$ cat config.mk
export PLATFORM = sky130hd
export DESIGN_NAME = regfile_writeback_queue
export DESIGN_NICKNAME = d
export VERILOG_FILES = /design/src/rtl/regfile_writeback_queue.sv
export SDC_FILE = /design/constraint.sdc
export NUM_CORES = 1
export LEC_CHECK = 0
export ABC_AREA = 1
export CAP_MARGIN = 10
export CORE_MARGIN = 5
export CORE_UTILIZATION = 40
export DETAILED_ROUTE_END_ITERATION = 12
export SYNTH_ARGS = -nofsm -noshare
export SYNTH_HDL_FRONTEND = slang
export SYNTH_SLANG_ARGS = --single-unit
$ cat constraint.sdc
create_clock -name Clk -period 2.9 [get_ports Clk]
set_input_delay 0.58 -clock Clk [delete_from_list [all_inputs] [get_ports Clk]]
set_output_delay 0.58 -clock Clk [all_outputs]
set_load 0.01 [all_outputs]
$ cat src/rtl/regfile_writeback_queue.sv
// Write-back queue feeding the register file write port (RW/BusW/RegWr), one retire per cycle.
// Optional pending-write lookup (Q_RA/Q_Hit/Q_Data) enabled by defining PENDING_FWD_EN.
module regfile_writeback_queue #(
    parameter int DEPTH  = 4,
    parameter int DATA_W = 32,
    parameter int ADDR_W = 5
) (
    input  logic                   Clk,
    input  logic                   Reset_n,
    input  logic                   M_Valid,
    input  logic [ADDR_W-1:0]      M_RW,
    input  logic [DATA_W-1:0]      M_BusW,
    output logic                   M_Ready,
    input  logic                   A_Valid,
    input  logic [ADDR_W-1:0]      A_RW,
    input  logic [DATA_W-1:0]      A_BusW,
    output logic                   A_Ready,
    output logic [ADDR_W-1:0]      RW,
    output logic [DATA_W-1:0]      BusW,
    output logic                   RegWr,
    output logic [$clog2(DEPTH):0] Count,
    output logic                   Empty,
    output logic                   Full,
    input  logic [ADDR_W-1:0]      Q_RA,
    output logic                   Q_Hit,
    output logic [DATA_W-1:0]      Q_Data
);
    localparam int PTR_W = $clog2(DEPTH);
    localparam int CNT_W = PTR_W + 1;

    logic [ADDR_W-1:0] ent_rw_q   [DEPTH];
    logic [ADDR_W-1:0] ent_rw_d   [DEPTH];
    logic [DATA_W-1:0] ent_data_q [DEPTH];
    logic [DATA_W-1:0] ent_data_d [DEPTH];
    logic [PTR_W-1:0]  head_q, head_d, tail_q, tail_d, a_slot;
    logic [CNT_W-1:0]  count_q, count_d;
    logic              regwr_q, regwr_d;
    logic [ADDR_W-1:0] rw_q, rw_d;
    logic [DATA_W-1:0] busw_q, busw_d;
    logic              m_ready, a_ready, m_push, a_push, pop;

    always_comb begin
        m_ready = (count_q < CNT_W'(DEPTH));
        m_push  = M_Valid && m_ready && (M_RW != '0);
        // A needs a second free slot only when M actually occupies one this edge
        a_ready = m_push ? (count_q < CNT_W'(DEPTH - 1)) : m_ready;
        a_push  = A_Valid && a_ready && (A_RW != '0);
        pop     = (count_q != '0);

        ent_rw_d   = ent_rw_q;
        ent_data_d = ent_data_q;
        head_d     = head_q;
        regwr_d    = 1'b0;
        rw_d       = rw_q;
        busw_d     = busw_q;

        a_slot = m_push ? (tail_q + PTR_W'(1)) : tail_q;
        if (m_push) begin
            ent_rw_d[tail_q]   = M_RW;
            ent_data_d[tail_q] = M_BusW;
        end
        if (a_push) begin
            ent_rw_d[a_slot]   = A_RW;
            ent_data_d[a_slot] = A_BusW;
        end
        tail_d = tail_q + PTR_W'(m_push) + PTR_W'(a_push);

        if (pop) begin
            regwr_d = 1'b1;
            rw_d    = ent_rw_q[head_q];
            busw_d  = ent_data_q[head_q];
            head_d  = head_q + PTR_W'(1);
        end
        count_d = count_q + CNT_W'(m_push) + CNT_W'(a_push) - CNT_W'(pop);
    end

    always_ff @(posedge Clk or negedge Reset_n) begin
        if (!Reset_n) begin
            for (int unsigned i = 0; i < DEPTH; i++) begin
                ent_rw_q[i]   <= '0;
                ent_data_q[i] <= '0;
            end
            head_q  <= '0;
            tail_q  <= '0;
            count_q <= '0;
            regwr_q <= 1'b0;
            rw_q    <= '0;
            busw_q  <= '0;
        end else begin
            ent_rw_q   <= ent_rw_d;
            ent_data_q <= ent_data_d;
            head_q     <= head_d;
            tail_q     <= tail_d;
            count_q    <= count_d;
            regwr_q    <= regwr_d;
            rw_q       <= rw_d;
            busw_q     <= busw_d;
        end
    end

    assign M_Ready = m_ready;
    assign A_Ready = a_ready;
    assign RW      = rw_q;
    assign BusW    = busw_q;
    assign RegWr   = regwr_q;
    assign Count   = count_q;
    assign Empty   = (count_q == '0);
    assign Full    = (count_q == CNT_W'(DEPTH));

`ifdef PENDING_FWD_EN
    // Scan oldest to youngest so the youngest valid match wins; output regs rank below all entries
    always_comb begin
        Q_Hit  = 1'b0;
        Q_Data = '0;
        if (regwr_q && (rw_q == Q_RA)) begin
            Q_Hit  = 1'b1;
            Q_Data = busw_q;
        end
        for (int unsigned i = 0; i < DEPTH; i++) begin
            if ((CNT_W'(i) < count_q) && (ent_rw_q[head_q + PTR_W'(i)] == Q_RA)) begin
                Q_Hit  = 1'b1;
                Q_Data = ent_data_q[head_q + PTR_W'(i)];
            end
        end
        if (Q_RA == '0) begin
            Q_Hit  = 1'b0;
            Q_Data = '0;
        end
    end
`else
    logic unused_q_ra;
    assign unused_q_ra = ^Q_RA;
    assign Q_Hit       = 1'b0;
    assign Q_Data      = '0;
`endif
endmodule

==> summary.md, run 1 <==
| Metric | Value |
|---|---|
| Classification of the worst-slack hold path | `in2async` |
| Finished Layout Cells | `1994` |
| Setup Slack @ Placement | `-0.0671 ns` |
| Share of final-layout standard cells stronger than drive strength 1 | `6.56%` |
| Most used standard cells in the synthesized netlist | `sky130_fd_sc_hd__nand2_1, sky130_fd_sc_hd__dfrtp_1, sky130_fd_sc_hd__o21ai_0, sky130_fd_sc_hd__nand3_1, sky130_fd_sc_hd__inv_1` |
| Total via count in the routed design | `10200` |
| Number of setup violations in the final report | `0` |
| Maximum number of pins on one net before global-route repair | `77` |
| Post-detailed-route via-to-cell ratio | `5.13` |
| Internal power contribution | `0.00822 W` |
| Largest cells by area after synthesis | `sky130_fd_sc_hd__dfrtp_1, sky130_fd_sc_hd__nand2_1, sky130_fd_sc_hd__o21ai_0, sky130_fd_sc_hd__nand3_1, sky130_fd_sc_hd__buf_4` |
| Number of fillers in the final layout | `2734` |
| Setup repair after global routing missed its margin | `no` |
| Drc violations | `0` |
| Area grow syn2layout | `19.1%` |
| Number of global-route vias before repair | `between 9000 and 10000` |
| Proportion of netlist area held by the largest area contributor | `43.6%` |
| Number of levels the H-tree was split into | `4` |
| Root Buffer Master | `sky130_fd_sc_hd__clkbuf_16` |
| Max-slew violation total from the final report | `0` |
| Clock sink count | `193` |
| Effective utilization at floorplan | `between 40 and 50%` |
| PwrDens | `1130 nW/um^2` |
| Worst flop-to-flop path endpoint | `ent_data_q[47]` |
| Synth warnings | `0` |
| Fin crit share | `between 90% and 100%` |
| Worst path required time | `2.32 ns` |
| Inserted Clock Buffers | `17` |
| Number of flops mapped to enable cells by yosys | `0` |
| Total routing usage reported by global routing | `around 22%` |
| Die outline area | `31100 sq um` |
| Total leakage power | `6.38 nW` |
| Sequential Area | `4830 sq um` |
| Wirelength per Cell | `between 15 and 20 um` |
| Total congestion overflow | `0` |
| Max Cap Violations | `0` |
| Fraction of power consumed by combinational cells | `between 50% and 60%` |
| Hold-fix buffers at CTS | `0` |
| Final Skew | `roughly 0.013 ns` |
| Data arrival time of the critical path | `2.17 ns` |
| Deepest clock path buffer count | `2` |
| Slack of the worst reg-to-reg path | `0.65 ns` |
| Number of instances in the placed design | `1962` |
| Die height | `about 180 um` |
| Boundary pin count | `161` |
| IR drop worst, VDD | `735 uV` |
| Cell Rows | `61` |
| Maximum clock frequency | `between 300 and 400 MHz` |
| Number of nets with antenna violations after detailed routing | `0` |
| Worst-case reg-to-reg path depth | `8` |
| Global-route wire length before repair | `around 55000 um` |
| Start of the worst register-to-register path | `tail_q[0]` |
| Final critical-path setup slack | `0.146 ns` |
| Most frequently used cell type in the post-synthesis netlist | `sky130_fd_sc_hd__nand2_1` |
| Die span in x | `176 um` |
| Nature of the critical path startpoint | `input pin` |
| Library cell occupying the most area in the post-synthesis netlist | `sky130_fd_sc_hd__dfrtp_1` |
| Core region area | `roughly 28000 sq um` |
| Number of antenna violations at the first check in global routing | `0` |
| Switching power summed over all nets | `0.00664 W` |
| Mean instance size in the synthesized netlist | `7.26 sq um` |
| TritonCTS clock tree | `done` |
| Clk pwr share | `approximately 17%` |
| Headroom to the max-slew limit | `15.3%` |
| Area occupied by multi-input gates | `5130 sq um` |
| Net count of the finished layout | `~1700` |
| Synth Instances | `1527` |
| Largest fanout of any net on the critical path | `3` |
| Final hold violations | `0` |
| Clock Latency Late Sink | `0.44 ns` |
| IO Port Bufs | `122` |
| Register bit count reported by yosys | `slightly below 200` |
| Drt total wl | `34700 um` |
| Proportion of power drawn by flip-flops and latches | `31.3%` |
| Type of element capturing the critical path | `output pin` |
| Time the worst path needs with I/O delays and setup | `2.75 ns` |
| Result of the run | `completed` |
| Ant diodes | `0` |
| Clock transition at the registers of the reported paths | `0.08 ns` |
| Top FF cell, synth | `sky130_fd_sc_hd__dfrtp_1` |
| Path type of the worst setup path | `in2out` |
| Post-detailed-placement half-perimeter wirelength | `roughly 20000 um` |
| Initial drt markers | `1138` |
| Switching Share | `44.7%` |
| Synthesized cell area | `roughly 11000 sq um` |
| Final Wtd Congestion | `0.776` |
| Sequential element share of the synthesized area | `around 44%` |
| TritonRoute pass-1 iters | `6` |
| Count of cell types in the netlist | `26` |
| Proportion of register bits with asynchronous set or reset after synthesis | `100%` |
| Least-Margin Pin Slew | `roughly 1.3 ns` |
flip-flops by register name, summed over array words and instances (netlist names):
register / cells
BusW: 32
Count: 3
RW: 5
RegWr: 1
ent_data_q: 128
ent_rw_q: 20
head_q: 2
tail_q: 2
cell usage in the layout (no fill, tap or decap), types with 3 or more instances in the layout:
| master | instances |
|---|---|
| sky130_fd_sc_hd__a21oi_1 | 37 |
| sky130_fd_sc_hd__a31oi_1 | 37 |
| sky130_fd_sc_hd__buf_12 | 15 |
| sky130_fd_sc_hd__buf_4 | 37 |
| sky130_fd_sc_hd__clkbuf_16 | 17 |
| sky130_fd_sc_hd__clkdlybuf4s50_1 | 121 |
| sky130_fd_sc_hd__clkinvlp_4 | 4 |
| sky130_fd_sc_hd__conb_1 | 33 |
| sky130_fd_sc_hd__dfrtp_1 | 191 |
| sky130_fd_sc_hd__fa_1 | 3 |
| sky130_fd_sc_hd__ha_1 | 6 |
| sky130_fd_sc_hd__inv_1 | 93 |
| sky130_fd_sc_hd__inv_6 | 4 |
| sky130_fd_sc_hd__nand2_1 | 565 |
| sky130_fd_sc_hd__nand2_2 | 6 |
| sky130_fd_sc_hd__nand3_1 | 152 |
| sky130_fd_sc_hd__nor2_1 | 43 |
| sky130_fd_sc_hd__nor2_4 | 9 |
| sky130_fd_sc_hd__o211ai_1 | 37 |
| sky130_fd_sc_hd__o21ai_0 | 186 |
layout make-up:
class	instances	area share (%)
inverter	94	2.67
sequential	193	36.6
clock inverter	15	1.33
tap	378	3.58
clock buffer	17	3.22
timing repair buffer	174	13.7
multi-input combinational	1123	38.9
worst max-delay path: stages:
cell and delay [ns]:
sky130_fd_sc_hd__clkdlybuf4s50_1 0.44, sky130_fd_sc_hd__nor2_2 0.19, sky130_fd_sc_hd__nand3_2 0.13, sky130_fd_sc_hd__nand3b_1 0.12
sky130_fd_sc_hd__nand2_1 0.11, sky130_fd_sc_hd__inv_1 0.08, sky130_fd_sc_hd__clkdlybuf4s50_1 0.53
repair_timing:
item	4_1_cts	5_1_grt
setup endpoints to repair	0	1
setup buffers	0	0
resized for setup	0	1
power groups by stage:
stage | sequential, W | clock [W] | combinational, W
3_5_place_dp | 0.00471 | 0 | 0.00771
3_3_place_gp | 0.00468 | 0 | 0.00758
6_report | 0.00465 | 0.00246 | 0.00774
5_1_grt | 0.00481 | 0.00260 | 0.00869
4_1_cts | 0.00466 | 0.00250 | 0.00776
2_1_floorplan | 0.00464 | 0 | 0.00513
cells by family after synthesis:
logic type	after synthesis	share of synthesized area (%)
AND/OR/NAND/NOR	781	28.7
AO/OA/AOI/OAI	297	14.7
buffers and inverters	243	11.5
flip-flops	193	43.6
adder cells (fa/ha/maj)	9	1.22
XOR/XNOR	3	0.237
other	1	0.0338
through the flow:
| stage | hold slack (ns) | total power [W] | cell area (sq um) | util [%] | TNS (ns) |
|---|---|---|---|---|---|
| after floorplan | 0.284 | 0.00977 | 11200 | - | 0 |
| after global placement | 0.533 | 0.0123 | 12600 | 45.7 | -0.0366 |
| after detailed placement | 0.540 | 0.0124 | 12600 | 45.7 | -0.0671 |
| after CTS | 0.145 | 0.0149 | 13200 | 47.9 | 0 |
| after global routing | 0.164 | 0.0161 | 13200 | 47.9 | 0 |
| final | 0.119 | 0.0149 | 13200 | 47.9 | 0 |
metal layers:
layer | vias to the layer above | track usage, % | routed length [um]
met5 | - | 0 | 0
met4 | 0 | 5.83 | 376
met3 | 21 | 2.87 | 2020
met2 | 357 | 36.1 | 16400
met1 | 4822 | 31.4 | 15800
li1 | 5032 | - | -
worst max-delay path by stage:
stage | from | end | slack [ns] | cells after the start
floorplan | Count[0] | Count[1] | 0.16 | 8
global placement | M_RW[4] | Count[1] | -0.04 | 8
detailed placement | M_RW[4] | Count[1] | -0.07 | 8
CTS | M_RW[4] | A_Ready | 0.05 | 7
global route | M_RW[4] | A_Ready | 0.07 | 7
finish | M_RW[4] | A_Ready | 0.15 | 7
No activity file was read; power rests on OpenSTA's default activity.
==> run 2, diff against run 1 <==
CORE_UTILIZATION = 55   (was 40)
PLACE_DENSITY = 0.81   (was default)
==> run 2 against run 1 <==
  * Hold slack better by 0.026 ns
  * Final area is 1.4% lower
  * Clock skew is 0.0042 ns lower
  * Total power is 0.20% lower
  * Fmax hardly changed
  * Highest routed layer unchanged
  * Clock power hardly changed
  * Sequential cell count stayed put
==> summary.md, run 2 (synthesis results as in run 1) <==
| Metric | Value |
|---|---|
| Result of the run | `completed (unchanged)` |
| Number of nets with antenna violations after detailed routing | `0 (unchanged)` |
| Total routing usage reported by global routing | `28.1% (was 22.2%)` |
| Switching power summed over all nets | `0.00662 W (was 0.00664 W)` |
| Data arrival time of the critical path | `2.17 ns (about the same)` |
| Worst flop-to-flop path endpoint | `ent_data_q[51] (was ent_data_q[47])` |
| Least-Margin Pin Slew | `1.18 ns (was 1.27 ns)` |
| Max Cap Violations | `0 (unchanged)` |
| Max-slew violation total from the final report | `0 (unchanged)` |
| Cell-by-cell trace of the critical path | `clkdlybuf4s50_1 -> nor2_1 -> nand3_2 -> nand3b_1 -> nand2_1 -> inv_1 -> clkdlybuf4s50_1 (was clkdlybuf4s50_1 -> nor2_2 -> nand3_2 -> nand3b_1 -> nand2_1 -> inv_1 -> clkdlybuf4s50_1)` |
| TritonCTS clock tree | `done (unchanged)` |
| Root Buffer Master | `sky130_fd_sc_hd__clkbuf_16 (unchanged)` |
| Final-layout setup total negative slack | `0 ns (unchanged)` |
| Final critical-path setup slack | `0.146 ns (about the same)` |
| Net count of the finished layout | `1692 (was 1695)` |
| Power, Total | `0.0148 W (was 0.0149 W)` |
| IR drop worst, VDD | `795 uV (was 735 uV)` |
| Cell occurring most often along the worst timing path | `sky130_fd_sc_hd__clkdlybuf4s50_1 (unchanged)` |
| Inserted Clock Buffers | `17 (unchanged)` |
| Deepest clock path buffer count | `2 (unchanged)` |
| Commonest non-fill, non-tap cell in the layout | `sky130_fd_sc_hd__nand2_1 (unchanged)` |
| Cell Rows | `52 (was 61)` |
| Ant diodes | `0 (unchanged)` |
| Setup repair after global routing missed its margin | `no (unchanged)` |
| Die height | `152 um (was 176 um)` |
| Number of instances in the placed design | `1851 (was 1962)` |
| Worst path required time | `2.32 ns (about the same)` |
| Number of global-route vias before repair | `10300 (was 9768)` |
| Boundary pin count | `161 (unchanged)` |
| Most frequent cells in the layout | `sky130_fd_sc_hd__nand2_1, sky130_fd_sc_hd__dfrtp_1, sky130_fd_sc_hd__o21ai_0 (unchanged)` |
| Hold-fix buffers at CTS | `0 (unchanged)` |
| Total via count in the routed design | `10800 (was 10200)` |
| Number of cells upsized or downsized after cts | `0 (unchanged)` |
| Path type of the worst setup path | `in2out (unchanged)` |
| Wirelength per Cell | `17.4 um (about the same)` |
| Total congestion overflow | `0 (unchanged)` |
| Final hold violations | `0 (unchanged)` |
| IO Port Bufs | `122 (unchanged)` |
| Delay of the slowest cell on the worst path | `0.54 ns (was 0.53 ns)` |
| Start of the worst register-to-register path | `Count[2] (was tail_q[0])` |
| Category of cells accounting for the largest share of critical-path delay | `buffers and inverters (unchanged)` |
| Smallest hold slack | `0.145 ns (was 0.119 ns)` |
| Die span in x | `152 um (was 176 um)` |
| Post-detailed-placement half-perimeter wirelength | `19100 um (was 20200 um)` |
| Maximum clock frequency | `363 MHz (about the same)` |
| Number of antenna violations at the first check in global routing | `0 (unchanged)` |
| Register with the highest flop count | `ent_data_q (unchanged)` |
| Nature of the critical path startpoint | `input pin (unchanged)` |
| Final Wtd Congestion | `0.828 (was 0.776)` |
| Effective utilization at floorplan | `55.3% (was 40.2%)` |
| Classification of the worst-slack hold path | `in2async (unchanged)` |
| Finished Layout Cells | `1883 (was 1994)` |
| Worst-case reg-to-reg path depth | `8 (unchanged)` |
| Headroom to the max-slew limit | `21.4% (was 15.3%)` |
| Clock Latency Late Sink | `0.44 ns (about the same)` |
| Fraction of power consumed by combinational cells | `50.9% (was 52.1%)` |
| Area grow syn2layout | `17.4% (was 19.1%)` |
| Crit path buf inv count | `3 (unchanged)` |
| Number of flip-flops under the largest register name | `128 (unchanged)` |
| Share of final-layout standard cells stronger than drive strength 1 | `6.32% (was 6.56%)` |
| Slack of the worst reg-to-reg path | `0.48 ns (was 0.65 ns)` |
| Post-detailed-route via-to-cell ratio | `5.71 (was 5.13)` |
| Core region area | `20000 sq um (was 27600 sq um)` |
| Switching Share | `44.6% (was 44.7%)` |
| Proportion of power drawn by flip-flops and latches | `32.6% (was 31.3%)` |
| Number of setup violations in the final report | `0 (unchanged)` |
| Die outline area | `23100 sq um (was 31100 sq um)` |
| Clock transition at the registers of the reported paths | `0.07 ns (was 0.08 ns)` |
| Maximum number of pins on one net before global-route repair | `77 (unchanged)` |
| Drt total wl | `32800 um (was 34700 um)` |
| Fin crit share | `95.0% (about the same)` |
| Clk pwr share | `16.5% (was 16.6%)` |
| Post-CTS setup repair buffer count | `0 (unchanged)` |
| Number of levels the H-tree was split into | `4 (unchanged)` |
| Drc violations | `0 (unchanged)` |
| Number of fillers in the final layout | `1701 (was 2734)` |
| Internal power contribution | `0.00821 W (was 0.00822 W)` |
| Final Skew | `0.00833 ns (was 0.0125 ns)` |
| Setup Slack @ Placement | `-0.0943 ns (was -0.0671 ns)` |
| PwrDens | `1140 nW/um^2 (was 1130 nW/um^2)` |
| Library cell contributing the largest single delay on the critical path | `sky130_fd_sc_hd__clkdlybuf4s50_1 (unchanged)` |
| Type of element capturing the critical path | `output pin (unchanged)` |
| Initial drt markers | `1318 (was 1138)` |
| TritonRoute pass-1 iters | `5 (was 6)` |
| Time the worst path needs with I/O delays and setup | `2.75 ns (about the same)` |
| Largest fanout of any net on the critical path | `3 (unchanged)` |
| Total leakage power | `6.36 nW (was 6.38 nW)` |
| Clock sink count | `193 (unchanged)` |
| Global-route wire length before repair | `53600 um (was 54800 um)` |
-- run 2: changes by cell type in the layout (fill, tap and decap cells not counted), sizes merged --
cell / before / now
clkinvlp: 4 / 3
buf: 52 / 49
clkinv: 4 / 3
clkbuf: 18 / 20
-- run 2: worst register-to-register path: stages (launching register included) --
cell                      delay [ns]
sky130_fd_sc_hd__dfrtp_1        0.42
sky130_fd_sc_hd__nor2_2         0.31
sky130_fd_sc_hd__nand2_2        0.15
sky130_fd_sc_hd__buf_12         0.20
sky130_fd_sc_hd__nor2_4         0.89
sky130_fd_sc_hd__nand2_1        0.15
sky130_fd_sc_hd__nand2_1        0.12
sky130_fd_sc_hd__nand2_1        0.06
sky130_fd_sc_hd__nand2_1        0.06
-- run 2: metrics by stage --
stage	util (%)	area (sq um)
finish	64.9	13000
global route	64.9	13000
CTS	64.9	13000
detailed placement	61.9	12400
global placement	61.9	12400
floorplan	-	11200
-- run 2: worst max-delay path by stage --
stage	startpoint	end	slack, ns	cells past startpoint
after global placement	M_Valid	ent_data_q[39]	-0.02	10
after floorplan	Count[0]	Count[1]	0.16	8
final	M_RW[4]	A_Ready	0.15	7
after CTS	M_RW[4]	A_Ready	0.13	7
after detailed placement	M_Valid	ent_data_q[51]	-0.09	10
after global routing	M_Valid	A_Ready	0.02	7
-- run 2: area by class of cell --
cell class	count	area, sq um	share of cell area, %
clock buffers	19	453	3.48
clock inverters	13	151	1.16
inverters	94	353	2.71
multi-input cells	1123	5130	39.4
flip-flops and latches	193	4830	37.1
well taps	270	338	2.60
repair buffers	171	1760	13.5
-- run 2: layer usage --
| layer | track usage [%] | part of all wire [%] |
|---|---|---|
| met1 | 37.7 | 39 |
| met2 | 46.0 | 48 |
| met3 | 5.23 | 10 |
| met5 | 0 | 0 |
| met4 | 9.97 | 3.1 |
-- run 2: power by group through the flow --
stage	clock network (W)	registers, W	logic (W)
floorplan	0	0.00464	0.00513
global placement	0	0.00481	0.00718
detailed placement	0	0.00486	0.00737
CTS	0.00246	0.00482	0.00746
global route	0.00258	0.00499	0.00839
finish	0.00245	0.00483	0.00755
